<file path="config.mk">
export PLATFORM = sky130hd
export DESIGN_NAME = dmem_arbiter_flat
export DESIGN_NICKNAME = d
export VERILOG_FILES = /design/src/rtl/dmem_pkg.sv /design/src/rtl/dmem_arbiter_if.sv /design/src/rtl/dmem_rr_arb.sv /design/src/rtl/dmem_arbiter.sv /design/src/flat_wrapper.sv
export SDC_FILE = /design/constraint.sdc
export NUM_CORES = 1
export LEC_CHECK = 0
export ABC_AREA = 1
export CORE_AREA = 2 2 165 167
export CTS_CLUSTER_SIZE = 25
export DETAILED_ROUTE_END_ITERATION = 12
export DIE_AREA = 0 0 167 169
export PLACE_DENSITY_LB_ADDON = 0.12
export SLEW_MARGIN = 20
export SYNTH_ARGS = -nofsm -noshare
export SYNTH_HDL_FRONTEND = slang
export SYNTH_SLANG_ARGS = --single-unit
</file>
<file path="constraint.sdc">
create_clock -name clk -period 3.2 [get_ports clk]
set_clock_uncertainty 0.2 [all_clocks]
set_input_delay 0.64 -clock clk [delete_from_list [all_inputs] [get_ports clk]]
set_output_delay 0.64 -clock clk [all_outputs]
set_load 0.02 [all_outputs]
</file>
<file path="src/rtl/dmem_pkg.sv">
// Shared types and constants for the two-requester data-memory arbiter.
// Widths here set the defaults for the interface and the arbiter top.
package dmem_pkg;

  localparam int unsigned DMEM_ADDR_W         = 8;
  localparam int unsigned DMEM_DATA_W         = 64;
  localparam int unsigned DMEM_BYTES_PER_WORD = 8;
  localparam int unsigned DMEM_OFF_W          = $clog2(DMEM_BYTES_PER_WORD);

  typedef enum logic [1:0] {
    ST_IDLE   = 2'd0,
    ST_ACCESS = 2'd1,
    ST_RESP   = 2'd2
  } dmem_state_e;

  // Doubleword accesses must start on an 8-byte boundary.
  function automatic logic dmem_misaligned(input logic [DMEM_ADDR_W-1:0] addr);
    return addr[DMEM_OFF_W-1:0] != '0;
  endfunction

endpackage

</file>
<file path="src/rtl/dmem_arbiter_if.sv">
// Requester handshakes and data-memory strobes shared by the arbiter, its two
// requesters and the memory.
interface dmem_arbiter_if #(
  parameter int unsigned ADDR_W = dmem_pkg::DMEM_ADDR_W,
  parameter int unsigned DATA_W = dmem_pkg::DMEM_DATA_W
);
  logic              req0, req1;
  logic              we0, we1;
  logic [ADDR_W-1:0] addr0, addr1;
  logic [DATA_W-1:0] wdata0, wdata1;
  logic              ack0, ack1;
  logic              err0, err1;
  logic [DATA_W-1:0] rdata0, rdata1;

  logic              mem_rd;
  logic              mem_wr;
  logic [ADDR_W-1:0] mem_addr;
  logic [DATA_W-1:0] mem_wr_data;
  logic [DATA_W-1:0] mem_rd_data;
  logic              busy;

  modport master (
    output req0, req1, we0, we1, addr0, addr1, wdata0, wdata1,
    input  ack0, ack1, err0, err1, rdata0, rdata1, busy
  );

  modport slave (
    input  req0, req1, we0, we1, addr0, addr1, wdata0, wdata1, mem_rd_data,
    output ack0, ack1, err0, err1, rdata0, rdata1,
    output mem_rd, mem_wr, mem_addr, mem_wr_data, busy
  );

  modport mem (
    input  mem_rd, mem_wr, mem_addr, mem_wr_data,
    output mem_rd_data
  );
endinterface

</file>
<file path="src/rtl/dmem_rr_arb.sv">
// Two-way round-robin pick: a lone request wins outright, a tie goes to rr_ptr.
module dmem_rr_arb (
  input  logic [1:0] req,
  input  logic       rr_ptr,
  output logic       sel,
  output logic       grant_valid
);

  always_comb begin
    grant_valid = |req;
    sel         = (req == 2'b11) ? rr_ptr : req[1];
  end

endmodule

</file>
<file path="src/rtl/dmem_arbiter.sv">
// Shares the single-port data memory between the CPU (port 0) and the debug/DMA
// loader (port 1): one doubleword access per grant, all outputs registered.
module dmem_arbiter
  import dmem_pkg::*;
#(
  parameter int unsigned ADDR_W      = DMEM_ADDR_W,
  parameter int unsigned DATA_W      = DMEM_DATA_W,
  parameter bit          ALIGN_CHECK = 1'b1
) (
  input  logic           clk,
  input  logic           rst,
  dmem_arbiter_if.slave  bus
);

  dmem_state_e       state_q;
  logic              rr_ptr_q;
  logic              sel_q;
  logic              ack0_q, ack1_q, err0_q, err1_q;
  logic [DATA_W-1:0] rdata0_q, rdata1_q;
  logic              mem_rd_q, mem_wr_q, busy_q;
  logic [ADDR_W-1:0] mem_addr_q;
  logic [DATA_W-1:0] mem_wr_data_q;

  logic              sel;
  logic              grant_valid;
  logic              gnt_we;
  logic [ADDR_W-1:0] gnt_addr;
  logic [DATA_W-1:0] gnt_wdata;

  dmem_rr_arb u_rr_arb (
    .req         ({bus.req1, bus.req0}),
    .rr_ptr      (rr_ptr_q),
    .sel         (sel),
    .grant_valid (grant_valid)
  );

  always_comb begin
    gnt_we    = sel ? bus.we1    : bus.we0;
    gnt_addr  = sel ? bus.addr1  : bus.addr0;
    gnt_wdata = sel ? bus.wdata1 : bus.wdata0;
  end

  always_ff @(posedge clk) begin
    if (rst) begin
      state_q       <= ST_IDLE;
      rr_ptr_q      <= 1'b0;
      sel_q         <= 1'b0;
      ack0_q        <= 1'b0;
      ack1_q        <= 1'b0;
      err0_q        <= 1'b0;
      err1_q        <= 1'b0;
      rdata0_q      <= '0;
      rdata1_q      <= '0;
      mem_rd_q      <= 1'b0;
      mem_wr_q      <= 1'b0;
      busy_q        <= 1'b0;
      mem_addr_q    <= '0;
      mem_wr_data_q <= '0;
    end else begin
      ack0_q <= 1'b0;
      ack1_q <= 1'b0;
      err0_q <= 1'b0;
      err1_q <= 1'b0;
      unique case (state_q)
        ST_IDLE: begin
          if (grant_valid) begin
            sel_q    <= sel;
            rr_ptr_q <= ~sel;
            busy_q   <= 1'b1;
            if (ALIGN_CHECK && dmem_misaligned(gnt_addr)) begin
              // Rejected: answer straight away, memory never strobed.
              state_q <= ST_RESP;
              if (sel) begin
                ack1_q <= 1'b1;
                err1_q <= 1'b1;
              end else begin
                ack0_q <= 1'b1;
                err0_q <= 1'b1;
              end
            end else begin
              state_q    <= ST_ACCESS;
              mem_addr_q <= gnt_addr;
              mem_rd_q   <= ~gnt_we;
              mem_wr_q   <= gnt_we;
              if (gnt_we) mem_wr_data_q <= gnt_wdata;
            end
          end
        end
        ST_ACCESS: begin
          mem_rd_q <= 1'b0;
          mem_wr_q <= 1'b0;
          state_q  <= ST_RESP;
          if (sel_q) ack1_q <= 1'b1;
          else       ack0_q <= 1'b1;
          if (mem_rd_q) begin
            if (sel_q) rdata1_q <= bus.mem_rd_data;
            else       rdata0_q <= bus.mem_rd_data;
          end
        end
        ST_RESP: begin
          state_q <= ST_IDLE;
          busy_q  <= 1'b0;
        end
        default: begin
          state_q <= ST_IDLE;
          busy_q  <= 1'b0;
        end
      endcase
    end
  end

  assign bus.ack0        = ack0_q;
  assign bus.ack1        = ack1_q;
  assign bus.err0        = err0_q;
  assign bus.err1        = err1_q;
  assign bus.rdata0      = rdata0_q;
  assign bus.rdata1      = rdata1_q;
  assign bus.mem_rd      = mem_rd_q;
  assign bus.mem_wr      = mem_wr_q;
  assign bus.mem_addr    = mem_addr_q;
  assign bus.mem_wr_data = mem_wr_data_q;
  assign bus.busy        = busy_q;

endmodule

</file>
<file path="src/flat_wrapper.sv">
// flat-port wrapper written by rule: the top's interface ports become plain ports
module dmem_arbiter_flat import dmem_pkg::*;
#(
  parameter int unsigned ADDR_W      = DMEM_ADDR_W,
  parameter int unsigned DATA_W      = DMEM_DATA_W,
  parameter bit          ALIGN_CHECK = 1'b1
)
  (clk, rst, bus_req0, bus_req1, bus_we0, bus_we1, bus_addr0, bus_addr1, bus_wdata0, bus_wdata1, bus_mem_rd_data, bus_ack0, bus_ack1, bus_err0, bus_err1, bus_rdata0, bus_rdata1, bus_mem_rd, bus_mem_wr, bus_mem_addr, bus_mem_wr_data, bus_busy);
  dmem_arbiter_if #(.ADDR_W(ADDR_W), .DATA_W(DATA_W)) bus_i ();
  input  logic clk;
  input  logic rst;
  input wire logic [$bits(bus_i.req0)-1:0] bus_req0;
  input wire logic [$bits(bus_i.req1)-1:0] bus_req1;
  input wire logic [$bits(bus_i.we0)-1:0] bus_we0;
  input wire logic [$bits(bus_i.we1)-1:0] bus_we1;
  input wire logic [$bits(bus_i.addr0)-1:0] bus_addr0;
  input wire logic [$bits(bus_i.addr1)-1:0] bus_addr1;
  input wire logic [$bits(bus_i.wdata0)-1:0] bus_wdata0;
  input wire logic [$bits(bus_i.wdata1)-1:0] bus_wdata1;
  input wire logic [$bits(bus_i.mem_rd_data)-1:0] bus_mem_rd_data;
  output wire logic [$bits(bus_i.ack0)-1:0] bus_ack0;
  output wire logic [$bits(bus_i.ack1)-1:0] bus_ack1;
  output wire logic [$bits(bus_i.err0)-1:0] bus_err0;
  output wire logic [$bits(bus_i.err1)-1:0] bus_err1;
  output wire logic [$bits(bus_i.rdata0)-1:0] bus_rdata0;
  output wire logic [$bits(bus_i.rdata1)-1:0] bus_rdata1;
  output wire logic [$bits(bus_i.mem_rd)-1:0] bus_mem_rd;
  output wire logic [$bits(bus_i.mem_wr)-1:0] bus_mem_wr;
  output wire logic [$bits(bus_i.mem_addr)-1:0] bus_mem_addr;
  output wire logic [$bits(bus_i.mem_wr_data)-1:0] bus_mem_wr_data;
  output wire logic [$bits(bus_i.busy)-1:0] bus_busy;
  assign bus_i.req0 = bus_req0;
  assign bus_i.req1 = bus_req1;
  assign bus_i.we0 = bus_we0;
  assign bus_i.we1 = bus_we1;
  assign bus_i.addr0 = bus_addr0;
  assign bus_i.addr1 = bus_addr1;
  assign bus_i.wdata0 = bus_wdata0;
  assign bus_i.wdata1 = bus_wdata1;
  assign bus_i.mem_rd_data = bus_mem_rd_data;
  assign bus_ack0 = bus_i.ack0;
  assign bus_ack1 = bus_i.ack1;
  assign bus_err0 = bus_i.err0;
  assign bus_err1 = bus_i.err1;
  assign bus_rdata0 = bus_i.rdata0;
  assign bus_rdata1 = bus_i.rdata1;
  assign bus_mem_rd = bus_i.mem_rd;
  assign bus_mem_wr = bus_i.mem_wr;
  assign bus_mem_addr = bus_i.mem_addr;
  assign bus_mem_wr_data = bus_i.mem_wr_data;
  assign bus_busy = bus_i.busy;
  dmem_arbiter #(.ADDR_W(ADDR_W), .DATA_W(DATA_W), .ALIGN_CHECK(ALIGN_CHECK)) u_core (.clk(clk), .rst(rst), .bus(bus_i));
endmodule
</file>
* Word-level counts from Yosys, hierarchy flattened
Cells that the tools add are included.
** Cells by class
- Eq/ne operators :: 4
- Muxes and demuxes :: 25
- Bitwise gates (word level) :: 6
- Reduce and logical (&&, ||, !) cells :: 12
** Operators by type and width (number)
- 64-bit two-way mux :: 1
- 1-bit two-way mux :: 15
- 3-bit AND reduction :: 4
- 1-bit one-hot mux with 2 select lines :: 5
- 8-bit two-way mux :: 1
- 1-bit inverter :: 6
- 2-bit two-way mux :: 2
- 2-bit one-hot mux with 2 select lines :: 1
- 2-bit AND reduction :: 2
- 4-bit AND reduction :: 1
- 2-bit OR reduction :: 2
- 3-bit nonzero test :: 1
- 2-bit by 1-bit == test with 1-bit output, second input constant :: 1
- 2-bit == test, second input constant :: 1
- 2-bit zero test :: 1
- 2-bit by 1-bit inequality test with 1-bit output, second input constant :: 1
- 2-bit inequality test, second input constant :: 1
- 2-bit nonzero test :: 1
** Storage, ports and cells
- Flip-flop bits (word level) :: 211
- Input bits :: 214
- Output and inout bits :: 207
- Word-level logic and storage cells :: 61

* Logic depth before layout (Yosys ltp)
- Depth after elaboration :: 7
- Mapped depth :: 12
- Gate-level depth less buffers :: 10

* Hierarchy
Synthesis repeated with hierarchy kept, for this count alone.
** Unflattened totals
- Cells, all modules :: 1361
- Area total of the unflattened synthesis :: 9106.2 um2
** Modules (own cells, without submodules)
- dmem_arbiter :: instances 1, cells each 1356, area an instance 9083.7 um2, sequential area each 4224.1 um2
- dmem_rr_arb :: instances 1, cells each 5, area an instance 22.5 um2, sequential area each 0.0 um2

* Worst setup path after synthesis
Ideal clock, no wire load.
- Kind :: in2reg
- Start point :: input bus_req0
- End point :: register u_core.mem_wr_data_q[57] (netlist: u_core.bus.mem_wr_data[57])
- Library setup time :: 0.113 ns
- Arrival :: 1.662 ns
- Required time :: 2.887 ns
- Path slack :: 1.225 ns
- Stages on the path :: 10
- Buffers on the path :: 2
- Path through :: nand2_1 nand2_1 nand2_1 nand3_2 nor2_2 buf_4 buf_2 nand2_1 nand2_1 nor2_1
** On the way
- Word-level cells in the longest chain between the ends :: 6
- Elaborated cells on any way between the ends :: 9
- Those cells by class :: eq/ne: 1; mux: 4; bitwise: 1; reduce/logical: 3
** Ends and longest elaborated chain
- start, declared :: line flat_wrapper.sv:12 : input wire logic [$bits(bus_i.req0)-1:0] bus_req0;
- 2-bit == test :: line dmem_rr_arb.sv:11 : sel = (req == 2'b11) ? rr_ptr : req[1];
- 1-bit two-way mux :: line dmem_rr_arb.sv:11
- 8-bit two-way mux :: line dmem_arbiter.sv:39 : gnt_addr = sel ? bus.addr1 : bus.addr0;
- 3-bit nonzero test :: line dmem_pkg.sv:18 : return addr[DMEM_OFF_W-1:0] != '0;
- 1-bit inverter (no source line)
- 4-bit AND reduction (no source line)
- end signal, assigned :: line dmem_arbiter.sv:85 : if (gnt_we) mem_wr_data_q <= gnt_wdata;
- end, declared :: line dmem_arbiter.sv:22 : logic [DATA_W-1:0] mem_wr_data_q;
Parallel ways exist; a longest one is shown, timed or not.
A chain may end at the register's enable or synchronous reset.

* Final worst setup path
- Start point :: register u_core.mem_rd_q (netlist: u_core.bus.mem_rd)
- End point :: output bus_mem_rd
** RTL lines
- start, declared :: line dmem_arbiter.sv:20 : logic mem_rd_q, mem_wr_q, busy_q;
- start signal, assigned :: line dmem_arbiter.sv:83 : mem_rd_q <= ~gnt_we;
- end, declared :: line flat_wrapper.sv:27 : output wire logic [$bits(bus_i.mem_rd)-1:0] bus_mem_rd;
No word-level cell between the ends.

==> metrics.txt <==
status complete, no violations; period utilisation layout 77.12%; sw power 1.710 mW; Peak VDD IR 0.3185 mV; CP Data Arrival Time 1630 ps; Initial Util between 30% and 40%; DR DRC count 0; FP Rows 60; syn_area_per_cell about 6.7 um2; WL per Instance 13.95 um; setup bufs post-CTS 0; R2R depth 6; Combinational Power Share 15.9%; Yosys top cell by area dfxtp_1; GRT Total Usage 19.35%; Post-Syn Area 8581 um2; Clock Sinks around 210; Worst R2R End u_core.bus.rdata1[36]; register area share after synthesis 49.23%; Fmax 405.2 MHz; Sequential Power Share 40.8%; Top FF cell, synth dfxtp_1; first-pass GRT wire length 44.55 mm; Die X 167 um; Yosys top cell area share 49.23%; Reg-to-Reg Start u_core.state_q[0]; worst hold stages 2; Clock power frac 43.4%; crit-path cells clkdlybuf4s50_1; ANT nets after route 0; Synth area leaders dfxtp_1 49%, nand2_1 15%, nor2_1 12%; Ys Warns 0; most frequent cells after synthesis 352 x nand2_1, 267 x nor2_1, 211 x dfxtp_1; critical path fanouts, max 4; min cycle time layout about 2500 ps; Finish-stage setup viols 0; Max Cap Viol 0; number of global-route vias before repair 8474; Util after Layout 52.78%; Routed WL approximately 28 mm; io pins 421; vias per inst 4.387; unrepaired setup endpoints after global routing false; Vias ~8900; GP Congestion 0.7732; clk root buf clkbuf_16; Slew @ Worst Pin 683.0 ps; die area 28220 um2; initial antenna violation count 1; sw frac around 25%; I/O Buffers 420; Crit path buffers/inverters 1; TritonCTS clock tree done; Worst setup SP type flip-flop; Hold-fix buffers, CTS 0; synthesized flop and latch total 211; Die Y-Extent 169 um; CTS Buffer Depth 3; delay-heaviest family, CP buffers and inverters; Fin. Hold Viols 0; Area Overhead vs Synth 63.01%; largest net degree at the start of global routing 80; leakage power about 5.7 nW; CP peak stage delay 690 ps; PostCTS Resize Cnt 0; Worst Setup End Kind output port; Post-Syn Instances 1282; Distinct cells, synth 20; Final TNS setup 0 ps; clock transition at the registers of the reported paths 60 ps; WP data required 2360 ps; Final nets 1881; startpoint of the worst hold path u_core.bus.rdata1[20]; Internal Power 5.097 mW; H-tree depth 1; slowest CP cell clkdlybuf4s50_1; worst skew pair latency 500 ps; ys async rst share 0%; number of CTS-inserted buffers 25; R2R Setup Slk 820 ps; core footprint roughly 27000 um2; dpl hpwl between 20 and 25 mm; cell area power density 486.7 nW/um2; initial DRC count 404; share of post-route cells with drive strength above 1 4.097%; Pre-antenna DRT Iters 5; most common cell in the netlist nand2_1; Crit Path Class reg -> out; relative slew slack 54.47%; hold crit path type reg -> reg; max-slew violation count 0; hold endpoint u_core.bus.rdata1[20]; number of synthesized flops with an enable pin 0; syn nets 1496; GR Overflow Total 0
metal layers:
layer  track usage (%)  part of all wire, %  vias to the layer above
li1                  -                    -                     4660
met1             22.61                   41                     3902
met2             33.74                   48                      272
met3             5.752                  7.8                       55
met4             6.747                  3.1                        0
met5                 0                    0                        -
cell families (layout without fill, tap and decap cells):
family                 after synthesis  after routing  share of synthesized area (%)
AOI/OAI and AO/OA                  211            211                          12.45
buffers and inverters              228            630                          10.35
DFF                                211            211                          49.23
other                                0              1                              0
and+or+nand+nor                    632            632                          27.97
worst max-delay path by stage:
stage,from,to,depth (start not counted)
5_1_grt,u_core.state_q[0],u_core.bus.rdata1[3],6
3_3_place_gp,bus_req1,u_core.bus.mem_wr_data[10],9
4_1_cts,u_core.bus.mem_rd,bus_mem_rd,1
2_1_floorplan,bus_req0,u_core.bus.mem_wr_data[57],10
3_5_place_dp,bus_req1,u_core.bus.mem_wr_data[57],9
6_report,u_core.bus.mem_rd,bus_mem_rd,1
placed cells by master (no fill, tap or decap), types with 3 or more instances in the layout:
cell,instances
clkdlybuf4s50_1,420
nand2_1,351
nor2_1,267
dfxtp_1,211
inv_1,146
o21ai_0,133
a21oi_1,74
clkbuf_16,25
buf_4,11
nand3_1,8
clkbuf_8,7
buf_12,6
clkinv_2,5
bufinv_16,3
stage by stage:
stage | worst slack [ps] | power (mW) | instance area [um2] | hold slack [ps] | std cells
3_5_place_dp | 244.1 | 3.920 | 13120 | 233.2 | 1981
5_1_grt | 547.1 | 7.133 | 13990 | 258.4 | 2026
6_report | 732.2 | 6.807 | 13990 | 240.1 | 2026
2_1_floorplan | 1225 | 3.338 | 8581 | 270.5 | 1282
4_1_cts | 683.3 | 6.903 | 13980 | 242.7 | 2025
3_3_place_gp | 325.9 | 3.914 | 13120 | 228.7 | 1981
registers in the layout, summed over array words and instances (netlist names):
register,cells
u_core.bus.mem_rd,1
u_core.bus.mem_wr_data,64
u_core.bus.err0,1
u_core.bus.rdata1,64
u_core.state_q,2
u_core.bus.busy,1
u_core.bus.mem_addr,8
u_core.bus.ack1,1
u_core.rr_ptr_q,1
u_core.sel_q,1
u_core.bus.mem_wr,1
u_core.bus.err1,1
u_core.bus.ack0,1
u_core.bus.rdata0,64
cell type report:
type / count / area [um2]
fill: 2634 / 12510
timing repair buffer: 437 / 4407
sequential: 211 / 4224
multi-input combinational: 843 / 3501
clock buffer: 34 / 729.5
inverter: 149 / 561.8
tap: 341 / 426.7
clock inverter: 10 / 135.1
antenna: 1 / 2.502
power by group through the flow:
stage | clock network, mW | logic (mW) | registers [mW]
finish | 2.95 | 1.08 | 2.77
global route | 3.15 | 1.19 | 2.79
CTS | 3.04 | 1.09 | 2.78
detailed placement | 0 | 1.09 | 2.83
global placement | 0 | 1.09 | 2.83
floorplan | 0 | 0.404 | 2.93
Power figures use the tool's default switching activity.
==> edit: new RTL, same settings <==
`DMEM_DATA_W`: 64 -> 96.
--- a/src/rtl/dmem_pkg.sv
+++ b/src/rtl/dmem_pkg.sv
@@ -4,5 +4,5 @@
 
   localparam int unsigned DMEM_ADDR_W         = 8;
-  localparam int unsigned DMEM_DATA_W         = 64;
+  localparam int unsigned DMEM_DATA_W         = 96;
   localparam int unsigned DMEM_BYTES_PER_WORD = 8;
   localparam int unsigned DMEM_OFF_W          = $clog2(DMEM_BYTES_PER_WORD);
Interface: changed (6 resized); port bits go from 421 to 613. No check against the original RTL was run, so the function may have changed too.
==> edit against the unedited design <==
- the flow now stops in 3_2_place_iop
- synthesized area increased by 46%
==> edit: results (changes against the unedited design) <==
| Metric | Value |
|---|---|
| FF+latch count, synth | `307 (+45%)` |
| Row count | `60 (unchanged)` |
| Synth top area cells | `dfxtp_1 (49%), nand2_1 (15%), nor2_1 (12%), o21ai_0 (7.8%), inv_1 (6.3%)` |
| Most frequent cells after synthesis | `nand2_1 (513), nor2_1 (394), dfxtp_1 (307)` |
| Primary FF master, synth | `dfxtp_1` |
| Async set-reset flop share out of synthesis | `0 (unchanged)` |
| Seq/Total Area, Yosys | `0.4916 (-0.0006785)` |
| Syn Nets | `2177 (+46%)` |
| Yosys Warn Count | `0 (unchanged)` |
| Stop stage | `3_2_place_iop` |
| Distinct cells, synth | `21 (+5.0%)` |
| Tool error | `[ERROR PPL-0024] Number of IO pins (613) exceeds maximum number of available positions (600). Increase the die perimeter from 672.00um to 833.68um.` |
| Status | `did not finish` |
| Mapped Avg Cell Area | `6.696 sq um (about the same)` |
-- edit: changes by cell type after synthesis, moves of 5 or more --
cell and delta:
nor2_1 +127, a21oi_1 +31, nand2_1 +161, o21ai_0 +63
buf_2 +35, clkbuf_1 +5, dfxtp_1 +96, inv_1 +64
-- edit: cell families after synthesis --
group,synth area share
simple gates,0.2794
flops,0.4916
buf+inv,0.1055
compound gates,0.1235
